**src/rtl/vector_rf_dualport.sv**
```systemverilog
// Vector register file with one synchronous read port and one write port.
//
// Each register holds NUM_ELEMS elements of ELEM_SIZE bits. Every element is
// split into ENABLES_PER_ELEMENT slices, and each slice has its own write
// enable. A read and a write in the same cycle to the same address behave
// write-first: the read returns the freshly merged value.
// After reset, or on a clear request, a zeroing sequence writes all-zero to
// every entry (one entry per clock) before requests are accepted again.
//
// Ports:
//   clk          rising-edge clock
//   reset        asynchronous, active-high reset
//   clear        request re-zeroing of all registers (honoured in RUN only)
//   ready        high while read/write requests are accepted
//   re, raddr    read enable / address; data_r is loaded one edge later
//   data_r       read data (element 0 at the LSBs)
//   data_r_valid data_r was updated by an accepted read at the previous edge
//   we, waddr    write enable / address
//   write_mask   bit i*ENABLES_PER_ELEMENT+j enables element i, slice j
//   data_w       write data
module vector_rf_dualport #(
  parameter  int NUM_ELEMS           = 8,
  parameter  int ELEM_SIZE           = 16,
  parameter  int ENABLES_PER_ELEMENT = 4,
  parameter  int VRF_SIZE            = 32,
  localparam int W  = NUM_ELEMS * ELEM_SIZE,
  localparam int SW = ELEM_SIZE / ENABLES_PER_ELEMENT,
  localparam int AW = (VRF_SIZE > 1) ? $clog2(VRF_SIZE) : 1,
  localparam int MW = NUM_ELEMS * ENABLES_PER_ELEMENT
) (
  input  logic          clk,
  input  logic          reset,
  input  logic          clear,
  output logic          ready,
  input  logic          re,
  input  logic [AW-1:0] raddr,
  output logic [W-1:0]  data_r,
  output logic          data_r_valid,
  input  logic          we,
  input  logic [AW-1:0] waddr,
  input  logic [MW-1:0] write_mask,
  input  logic [W-1:0]  data_w
);

  if (ELEM_SIZE % ENABLES_PER_ELEMENT != 0) begin : g_bad_slicing
    $error("vector_rf_dualport: ELEM_SIZE must be a multiple of ENABLES_PER_ELEMENT");
  end

  localparam logic [AW-1:0] LAST  = AW'(VRF_SIZE - 1);
  localparam logic [AW:0]   DEPTH = (AW + 1)'(VRF_SIZE);

  typedef enum logic {
    S_INIT,
    S_RUN
  } state_t;

  // Mask bit k covers data bits [k*SW +: SW], which is exactly element
  // k/ENABLES_PER_ELEMENT, slice k%ENABLES_PER_ELEMENT.
  function automatic logic [W-1:0] merge_slices(input logic [W-1:0]  old_v,
                                                input logic [W-1:0]  new_v,
                                                input logic [MW-1:0] m);
    logic [W-1:0] res;
    res = old_v;
    for (int k = 0; k < MW; k++) begin
      if (m[k]) res[k*SW +: SW] = new_v[k*SW +: SW];
    end
    return res;
  endfunction

  state_t        state, state_nxt;
  logic [AW-1:0] cnt, cnt_nxt;
  logic [W-1:0]  mem [VRF_SIZE];

  logic         run_ok;
  logic         raddr_ok, waddr_ok;
  logic         rd_fire, wr_fire;
  logic [W-1:0] rd_old, rd_val;

  // ---- control: zeroing sequencer ----
  always_ff @(posedge clk or posedge reset) begin
    if (reset) begin
      state <= S_INIT;
      cnt   <= '0;
    end else begin
      state <= state_nxt;
      cnt   <= cnt_nxt;
    end
  end

  always_comb begin
    state_nxt = state;
    cnt_nxt   = cnt;
    case (state)
      S_INIT: begin
        cnt_nxt = cnt + 1'b1;
        if (cnt == LAST) begin
          state_nxt = S_RUN;
          cnt_nxt   = '0;
        end
      end
      S_RUN: begin
        if (clear) begin
          state_nxt = S_INIT;
          cnt_nxt   = '0;
        end
      end
      default: begin
        state_nxt = S_INIT;
        cnt_nxt   = '0;
      end
    endcase
  end

  assign ready = (state == S_RUN);

  // A clear cycle swallows any read or write issued alongside it.
  assign run_ok   = (state == S_RUN) && !clear;
  assign raddr_ok = ({1'b0, raddr} < DEPTH);
  assign waddr_ok = ({1'b0, waddr} < DEPTH);
  assign rd_fire  = run_ok && re;
  assign wr_fire  = run_ok && we && waddr_ok;

  // Out-of-range reads return zero rather than aliasing a real entry.
  assign rd_old = raddr_ok ? mem[raddr] : '0;
  assign rd_val = (wr_fire && raddr_ok && (raddr == waddr))
                ? merge_slices(rd_old, data_w, write_mask) : rd_old;

  // ---- storage update ----
  always_ff @(posedge clk) begin
    if (state == S_INIT) begin
      mem[cnt] <= '0;
    end else if (wr_fire) begin
      mem[waddr] <= merge_slices(mem[waddr], data_w, write_mask);
    end
  end

  // ---- read output register ----
  always_ff @(posedge clk or posedge reset) begin
    if (reset) begin
      data_r       <= '0;
      data_r_valid <= 1'b0;
    end else begin
      data_r_valid <= rd_fire;
      if (rd_fire) data_r <= rd_val;
    end
  end

endmodule

```
**config.mk**
```make
export PLATFORM = sky130hd
export DESIGN_NAME = vector_rf_dualport
export DESIGN_NICKNAME = d
export VERILOG_FILES = /design/src/rtl/vector_rf_dualport.sv
export SDC_FILE = /design/constraint.sdc
export NUM_CORES = 2
export LEC_CHECK = 0
export BUFFER_PORTS_ARGS = -buffer_cell sky130_fd_sc_hd__buf_2
export CORE_ASPECT_RATIO = 0.8
export CORE_MARGIN = 2
export CORE_UTILIZATION = 25
export DETAILED_ROUTE_END_ITERATION = 7
export HOLD_SLACK_MARGIN = 0.1
export SETUP_SLACK_MARGIN = 0.3
export SLEW_MARGIN = 20
export SYNTH_ARGS = -nofsm -noshare
export SYNTH_HDL_FRONTEND = slang
export SYNTH_SLANG_ARGS = --single-unit
```
**constraint.sdc**
```tcl
create_clock -name clk -period 10.4 [get_ports clk]
set_clock_uncertainty 0.1 [all_clocks]
set_input_delay 0.52 -clock clk [delete_from_list [all_inputs] [get_ports clk]]
set_output_delay 0.52 -clock clk [all_outputs]
set_load 0.02 [all_outputs]
```
==> summary.txt <==
Layout
  • Commonest non-fill, non-tap cells in the layout: edfxtp_1, mux4_2, nor3_1
  • Net count, final: approximately 9.4k
  • Commonest non-fill, non-tap cell in the layout: edfxtp_1
  • Area grow syn2layout: 15.93%
  • Fraction of layout cells with a size suffix above 1: ~25%
  • Design area: between 150000 and 200000 um2

Yosys
  • Yosys Warn Count: 0
  • Average size of a mapped cell: 19.39 um2
  • Mapped Area: between 150000 and 200000 um2
  • Cells after synthesis: approximately 9k
  • Net count after synthesis: 8953
  • Number of flops mapped to enable cells by yosys: 4096
  • Cell variety after synth: between 50 and 60
  • Synth Flop Type: edfxtp_1
  • Seq/Total Area, Yosys: roughly three quarters
  • Post-synth ARST share: 3.191%
  • #FFs+latches synth: ~4.2k

Timing
  • Fin. Hold Viols: 0
  • Setup total negative slack: 0 ns
  • RSZ-0062 raised after global routing: no
  • Fmax: 181.2 MHz
  • Final setup vio count: 0
  • Final Critical Period: ~5.5 ns
  • Worst setup margin: 4.880 ns
  • Final Max Tran Viols: 0
  • Worst-Margin Slew: between 1 and 1.5 ns
  • Tcrit/Tclk final: a little over half
  • Rel. slew slack: between 10% and 20%

Pwr
  • Combinational share of power: between 15 and 20%
  • Sw frac: ~30%
  • Clock power share: ~34%
  • Pleak: about 0.065 uW
  • Seq pwr share: around half
  • Switching pwr: 12640 uW
  • Total Power: 42350 uW
  • Internal power: 29710 uW
  • Peak VDD IR: roughly 0.35 mV
  • Pwr Density: approximately 210 nW/um2

Place
  • Pre-CTS WS: approximately 4 ns
  • Port bufs: between 300 and 400
  • Gp weighted congestion: 0.7728
  • Post-DP HPWL: roughly 310000 um
  • Placement Cell Area: roughly 180000 um2

Route
  • Drt wl/cell: around 28 um
  • DRC errors left: 0
  • First DRT Iteration DRCs: between 10k and 15k
  • WL final: 512800 um
  • DRT Pass-1 Iters: 6
  • Via total after detailed routing: slightly above 90k
  • Remaining antenna violation count: 0
  • Vias per cell: 5.001

Floorplanning
  • Die width: around 900 um
  • IO Pins: 305
  • Core Rows: between 200 and 300
  • Initial core utilization: 25.04%
  • Die Ht: about 740 um
  • Core ar.: 679500 um2
  • Die area: a little under 700000 um2

Outcome
  • Status: completed

Setup path
  • Nature of the critical path endpoint: flop
  • Critical path type: flop to flop
  • Worst Path Max Fanout: 91
  • WP data arrival: ~6.1 ns
  • Critical Path RT: 10.99 ns
  • CP Launch Type: flop

Global routing
  • Total global-route track usage: about 14%
  • Largest net degree at the start of global routing: between 100 and 150
  • Initial antenna violation count: 98
  • GRT overflow: 0
  • Vias in the first global route: ~92k
  • First-pass GRT wire length: 724500 um

Clock network
  • Post-CTS sizing: 0
  • CTS Sinks: 4231
  • Worst skew pair latency: around 1 ns
  • CTS H-tree depth: 5
  • Reg clk slew, reported paths: around 0.07 ns
  • Num CTS Buffers: 385
  • CTS tree: done
  • Post-CTS Setup Bufs: 0
  • Max clock buf depth: 4
  • CTS root buf: clkbuf_16

Run
  • Max-cap violations: 0

Hold path
  • Worst Hold Class: input port to flop
-- worst paths after layout --
check / startpoint / to / slack [ns] / cells past startpoint
worst max-delay path: ready$_DFF_PP0_ / mem[3][8]$_DFFE_PP_ / 4.88 / 7
worst min-delay path: write_mask[25] / data_r[103]$_DFFE_PP0P_ / 0.15 / 4
worst max register to register: ready$_DFF_PP0_ / mem[3][8]$_DFFE_PP_ / 4.88 / 7
worst min register to register: data_r[14]$_DFFE_PP0P_ / data_r[14]$_DFFE_PP0P_ / 0.37 / 2
max in group asynchronous: reset / data_r[89]$_DFFE_PP0P_ / 7.41 / 6
min in group asynchronous: reset / data_r[21]$_DFFE_PP0P_ / 0.59 / 4
-- flip-flops by register name, summed over array words and instances (netlist names) --
signal / count
data_r_valid: 1
cnt: 5
mem: 4096
data_r: 128
ready: 1
-- power groups by stage --
stage               logic, uW  registers (uW)  clock network [uW]
floorplan                4240           20800                   0
finish                   7350           20500               14500
CTS                      7350           20500               14700
detailed placement       7250           20900                   0
global placement         7170           20900                   0
global route             7700           20600               15300
-- what timing repair did --
action / CTS / global route
setup endpoints to repair: 0 / 0
hold endpoints to repair: 1604 / 0
hold buffers: 238 / 0
-- final cells by class --
cell class	instances	area, um2
well taps	9009	11270
diodes	23	57.56
flip-flops and latches	4231	126400
inverters	38	167.7
clock buffers	499	10390
repair buffers	802	6250
multi-input cells	3740	40570
clock inverters	214	2191
fillers	66430	482200
-- worst max-delay path, cell delays in order, from the launching register on --
cell and delay [ns]:
dfrtp_1 0.52, and3b_4 0.62, o21a_4 0.70, buf_12 0.57
mux2i_4 0.80, buf_4 0.45, buf_4 0.80, nor3_1 0.28
-- routing by layer --
layer	global-route usage, %	up-vias	share of wire, %
li1	-	37730	-
met1	19.71	49150	40
met2	22.87	5082	47
met3	3.373	827	9.7
met4	3.853	20	3.0
met5	0	-	0.034
-- cells by family (layout without fill, tap and decap cells) --
| group | after synthesis | count (layout) | share of synthesized area [%] |
|---|---|---|---|
| AND/OR/NAND/NOR | 1723 | 1723 | 5.685 |
| buffers and inverters | 805 | 1553 | 2.151 |
| adder cells (fa/ha/maj) | 2 | 2 | 0.01470 |
| other | 0 | 23 | 0 |
| AO/OA/AOI/OAI | 753 | 753 | 3.044 |
| XOR/XNOR | 7 | 7 | 0.03603 |
| flip-flops | 4231 | 4231 | 74.26 |
| multiplexers | 1255 | 1255 | 14.81 |
-- synth_stat cells, drive strengths merged, types with 4 or more instances --
library cell	count	share of area, %
buf	426	1.3
or3b	4	0.021
o22ai	89	0.33
mux4	1007	13
edfxtp	4096	72
nand3b	5	0.022
nor3b	5	0.025
nor3	615	1.8
o21ai	103	0.30
nand4	4	0.015
nor2	151	0.33
a21oi	115	0.34
nand3	49	0.14
or4	6	0.026
o22a	7	0.036
o31ai	95	0.42
clkbuf	341	0.75
nor2b	14	0.051
a22o	20	0.10
mux2i	227	1.3
mux2	21	0.14
dfrtp	135	2.0
o211ai	36	0.24
and2	139	0.51
and3b	4	0.021
nand2b	13	0.048
inv	38	0.084
and3	32	0.12
a31oi	20	0.074
nor4	530	2.2
a32oi	9	0.046
a22oi	240	1.1
nand2	146	0.32
xor2	6	0.031
-- per-stage QoR --
step	util, %	hold slack, ns	std cells
detailed placement	26.81	0.3609	17580
global route	29.03	0.1425	18540
global placement	26.80	0.3606	17580
floorplan	-	0.4485	8776
finish	29.03	0.1528	18560
CTS	29.01	0.1024	18530
Note: power is estimated with default switching activity, not from simulation.
